### config.mk
export PLATFORM = sky130hd
export DESIGN_NAME = route_buffer
export DESIGN_NICKNAME = d
export VERILOG_FILES = /design/src/rtl/route_buffer.sv
export SDC_FILE = /design/constraint.sdc
export NUM_CORES = 1
export LEC_CHECK = 0
export BUFFER_PORTS_ARGS = -buffer_cell sky130_fd_sc_hd__buf_2
export CAP_MARGIN = 30
export CELL_PAD_IN_SITES_DETAIL_PLACEMENT = 0
export CELL_PAD_IN_SITES_GLOBAL_PLACEMENT = 1
export CORE_MARGIN = 3
export CORE_UTILIZATION = 30
export DETAILED_ROUTE_END_ITERATION = 8
export PLACE_DENSITY = 0.53
export SETUP_SLACK_MARGIN = 0.3
export SYNTH_ARGS = -nofsm -noshare
export SYNTH_HDL_FRONTEND = slang
export SYNTH_SLANG_ARGS = --single-unit
### constraint.sdc
create_clock -name clk -period 4 [get_ports clk]
set_input_delay 0.6 -clock clk [delete_from_list [all_inputs] [get_ports clk]]
set_output_delay 0.6 -clock clk [all_outputs]
set_load 0.02 [all_outputs]
### src/rtl/route_buffer.sv
// Two-channel router: each word on data_in is queued into one of two independent FIFOs.
// Writes to a full channel are dropped and latch a sticky error flag.
module route_buffer #(
    parameter int unsigned WIDTH = 16,
    parameter int unsigned DEPTH = 2
) (
    input  logic             clk,
    input  logic             rst_n,
    input  logic [WIDTH-1:0] data_in,
    input  logic             sel,
    input  logic             en,
    input  logic             ack0,
    input  logic             ack1,
    input  logic             clr_err,
    output logic [WIDTH-1:0] data_out0,
    output logic [WIDTH-1:0] data_out1,
    output logic             valid0,
    output logic             valid1,
    output logic             busy0,
    output logic             busy1,
    output logic             err,
    output logic [7:0]       wr_cnt
);

    localparam int unsigned PW = (DEPTH > 1) ? $clog2(DEPTH) : 1;
    localparam int unsigned CW = PW + 1;
    localparam logic [CW-1:0] FullCnt = CW'(DEPTH);

    logic [WIDTH-1:0] mem_q    [2][DEPTH];
    logic [PW-1:0]    rd_ptr_q [2];
    logic [PW-1:0]    wr_ptr_q [2];
    logic [CW-1:0]    cnt_q    [2];
    logic             err_q;
    logic [7:0]       wr_cnt_q;

    logic [1:0] ack;
    logic [1:0] full;
    logic [1:0] push;
    logic [1:0] pop;
    logic       drop;

    // Acceptance is decided on pre-edge occupancy, so a pop in the same cycle
    // does not make room for a write to a full channel.
    always_comb begin
        ack  = {ack1, ack0};
        full = '0;
        push = '0;
        pop  = '0;
        for (int c = 0; c < 2; c++) begin
            full[c] = (cnt_q[c] == FullCnt);
            push[c] = en && (int'(sel) == c) && !full[c];
            pop[c]  = ack[c] && (cnt_q[c] != '0);
        end
        drop = en && full[sel];
    end

    always_ff @(posedge clk or negedge rst_n) begin
        if (!rst_n) begin
            for (int c = 0; c < 2; c++) begin
                for (int i = 0; i < DEPTH; i++) begin
                    mem_q[c][i] <= '0;
                end
                rd_ptr_q[c] <= '0;
                wr_ptr_q[c] <= '0;
                cnt_q[c]    <= '0;
            end
        end else begin
            for (int c = 0; c < 2; c++) begin
                if (push[c]) begin
                    mem_q[c][wr_ptr_q[c]] <= data_in;
                    wr_ptr_q[c]           <= wr_ptr_q[c] + PW'(1);
                end
                if (pop[c]) begin
                    rd_ptr_q[c] <= rd_ptr_q[c] + PW'(1);
                end
                if (push[c] && !pop[c]) begin
                    cnt_q[c] <= cnt_q[c] + CW'(1);
                end else if (pop[c] && !push[c]) begin
                    cnt_q[c] <= cnt_q[c] - CW'(1);
                end
            end
        end
    end

    // A drop in the same cycle as clr_err leaves the flag set.
    always_ff @(posedge clk or negedge rst_n) begin
        if (!rst_n) begin
            err_q    <= 1'b0;
            wr_cnt_q <= 8'd0;
        end else begin
            err_q <= drop | (err_q & ~clr_err);
            if (|push) begin
                wr_cnt_q <= wr_cnt_q + 8'd1;
            end
        end
    end

    assign data_out0 = mem_q[0][rd_ptr_q[0]];
    assign data_out1 = mem_q[1][rd_ptr_q[1]];
    assign valid0    = (cnt_q[0] != '0);
    assign valid1    = (cnt_q[1] != '0);
    assign busy0     = full[0];
    assign busy1     = full[1];
    assign err       = err_q;
    assign wr_cnt    = wr_cnt_q;

endmodule

==> impl_results.md <==
- Unique cell type count in the Yosys netlist: 33
- Crit end category: primary output
- Crit path cell chain: mux2_2 -> buf_2
- RSZ-0062 raised after global routing: no
- Clk sink count: 81
- Post-synthesis xor/xnor area fraction: 0.0414
- Leakage power: 0.00199 uW
- EDFF count, synth: 0
- Placed cells: 444
- Hold Buf Count CTS: 0
- Final Slew Violations: 0
- Mapped Area: 3590 um^2
- Relative slew slack: 0.401
- CP max stage cell: dfrtp_1
- Sw frac: 0.358
- Most used DFF post-synth: dfrtp_1
- Mux contribution to synthesized area: 0.301
- Simple-gate share of the synthesized area: 0.0564
- Synth area leader: dfrtp_1
- Final non-filler cell total: 460
- Slowest stage delay, CP: 0.93 ns
- Internal power: 2670 uW
- HPWL Detailed: about 5000 um
- Avg Cell Area, Syn: 14.8 um^2
- Row count: 39
- Power density cells: 944 nW/um^2
- Initial antenna violation count: 0
- Synth Area in Compound Gates: 0.00418
- Vias in the first global route: approximately 2300
- Num ports: 68
- Cell area after placement: 4070 um^2
- Design area: 4400 um^2
- Critical Path RT: 3.40 ns
- Post-Synth Adder-Cell Area: 0.0104
- Clock Latency Late Sink: approximately 0.33 ns
- Register share of total power: 0.374
- Post-Syn Nets: about 270
- Cell count along the critical path: 2
- R2R Path End: mem_q[27]$_DFFE_PN0P_
- Post-Route WL: around 7400 um
- Max-cap viol count: 0
- CTS max path bufs: 2
- FILL cells: 1120
- Worst r2r path cells: 3
- Startpoint Class: register
- Worst r2r src: cnt_q[1]$_DFFE_PN0P_
- Min Tclk post-route: 2.47 ns
- Grt ovf: 0
- Fraction of layout cells with a size suffix above 1: 0.606
- # setup viols final: 0
- Hold WS: 0.248 ns
- Initial Util: 0.311
- Reg clk slew, reported paths: roughly 0.06 ns
- Area Growth Syn to Fin: 22.6%
- Fin. Hold Viols: 0
- GPL Wtd Cong: 0.676
- Setup ws final: between 1.5 and 2 ns
- Class of the most critical setup path: reg2out
- DRC Markers: 0
- Post-Synthesis Cells: 242
- Clock Skews: 0.00386 ns
- Ys Warns: 0
- R2R Setup Slk: 2.13 ns
- Top cells by count, synth: 96 x mux2_2, 81 x dfrtp_1, 10 x xnor2_1
- Switching pwr: about 1500 uW
- Share of total power in the clock network: 0.217
- Initial DRT Pass Iterations: 3
- Sequential cell area: 2030 um^2
- First-pass GRT wire length: about 12000 um
- Post-place setup slack: roughly 1.8 ns
- Starting DRC count in detailed routing: 54
- Final setup TNS: 0 ns
- F_max: roughly 0.41 GHz
- Via count: 2112
- #FFs+latches synth: 81
- Wire per inst: 16.1 um
- Post-DR vias/cell: 4.59
- Largest net degree at the start of global routing: 43
- Clock buffer count from CTS: 9
- Combinational power share: 0.409
- Fraction of registers with async set/reset: 1.00
- TritonCTS clock tree: built
- Synth top area share: 0.564
- H-tree Lvls: 3
- Die ar.: ~13000 um^2
- Synth area leaders: dfrtp_1 56%, mux2_2 30%, xnor2_1 2.4%
- IO Port Bufs: 67
- Core Area: 11600 um^2
- Number of gates resized after CTS: 0
- Area occupied by multi-input gates: 1490 um^2
- ANT cells: 0
- Worst-Margin Slew: 0.899 ns
- Gr usage total: 0.121
- End of the critical path: data_out1[11]
- Count leader, synth: mux2_2
- Final Net Count: about 340
- Post CTS Setup Buffer Count: 0
- Critical Path AT: 1.87 ns
- CP bufs+invs: 1
- Status: finished clean
- Final period util: 0.616
- Die X: 115 um
- CP top delay family: flip-flops
- Largest family of logic cells by synthesized area: multiplexers
- HP Class: in2async
- Root buf cell: clkbuf_16
- Worst setup path start: rd_ptr_q[0]$_DFFE_PN0P_
- Final ANT Viol Nets: 0
- Die H: 115 um
- Worst vdd ir: 0.329 mV
- CP Max Fanout: 17
- Register area share after synthesis: 0.564
-- cell type report --
cell class	count	share of cell area
clock buffers	11	0.0574
clock inverters	5	0.0176
inverters	3	0.00256
multi-input cells	149	0.339
flip-flops and latches	81	0.460
well taps	143	0.0406
repair buffers	68	0.0830
-- worst register-to-register path: cells and delay by family, from the launching register on --
kind / cells / cell delay, ns
AND/OR/NAND/NOR: 2 / 0.93
multiplexers: 1 / 0.42
flip-flops: 1 / 0.41
-- stage by stage --
stage,utilization,total power (uW)
CTS,0.381,4240
global route,0.381,4450
floorplan,-,2780
finish,0.381,4160
detailed placement,0.352,3310
global placement,0.350,3280
-- power groups by stage --
stage / registers (uW) / clock network, uW / logic, uW
global placement: 1570 / 0 / 1720
CTS: 1560 / 932 / 1740
floorplan: 1470 / 0 / 1300
finish: 1560 / 900 / 1700
detailed placement: 1580 / 0 / 1730
global route: 1630 / 967 / 1860
-- logic make-up after synthesis --
group           Yosys count
compound gates            2
xor+xnor                 17
mux                      96
fa+ha+maj                 3
buf+inv                  12
flops                    81
simple gates             31
-- cells in the final DEF, fill, tap and decap left out, types with 2 or more instances in the layout --
| cell type | n |
|---|---|
| buf_2 | 66 |
| bufinv_16 | 2 |
| clkbuf_16 | 9 |
| clkbuf_8 | 2 |
| clkinv_2 | 2 |
| dfrtp_1 | 81 |
| ha_1 | 3 |
| inv_1 | 3 |
| mux2_2 | 96 |
| nand2_1 | 8 |
| nand2_2 | 2 |
| nand3_1 | 2 |
| nand4_1 | 2 |
| nor2_1 | 2 |
| or2_2 | 2 |
| xnor2_1 | 10 |
| xor2_1 | 7 |
-- per-layer routing --
metal  vias up  track usage  part of all wire
met3         9       0.0386             0.053
met2        43        0.175              0.45
met1      1067        0.169              0.48
li1        993            -                 -
met5         -            0                 0
met4         0       0.0493             0.016
-- worst min path at each step --
stage                  start                    end  slack [ns]  depth (start not counted)
2_1_floorplan          rst_n   cnt_q[0]$_DFFE_PN0P_        0.30                          0
3_3_place_gp   err$_DFF_PN0_          err$_DFF_PN0_        0.45                          1
3_5_place_dp   err$_DFF_PN0_          err$_DFF_PN0_        0.46                          1
4_1_cts                rst_n  mem_q[32]$_DFFE_PN0P_        0.27                          1
5_1_grt                rst_n  mem_q[32]$_DFFE_PN0P_        0.29                          1
6_report               rst_n   cnt_q[0]$_DFFE_PN0P_        0.25                          1
-- sequential cells by signal, summed over array words and instances (netlist names) --
register and count:
cnt_q 4, err 1, mem_q 64, rd_ptr_q 2
wr_cnt 8, wr_ptr_q 2
No activity file was read; power rests on OpenSTA's default activity.
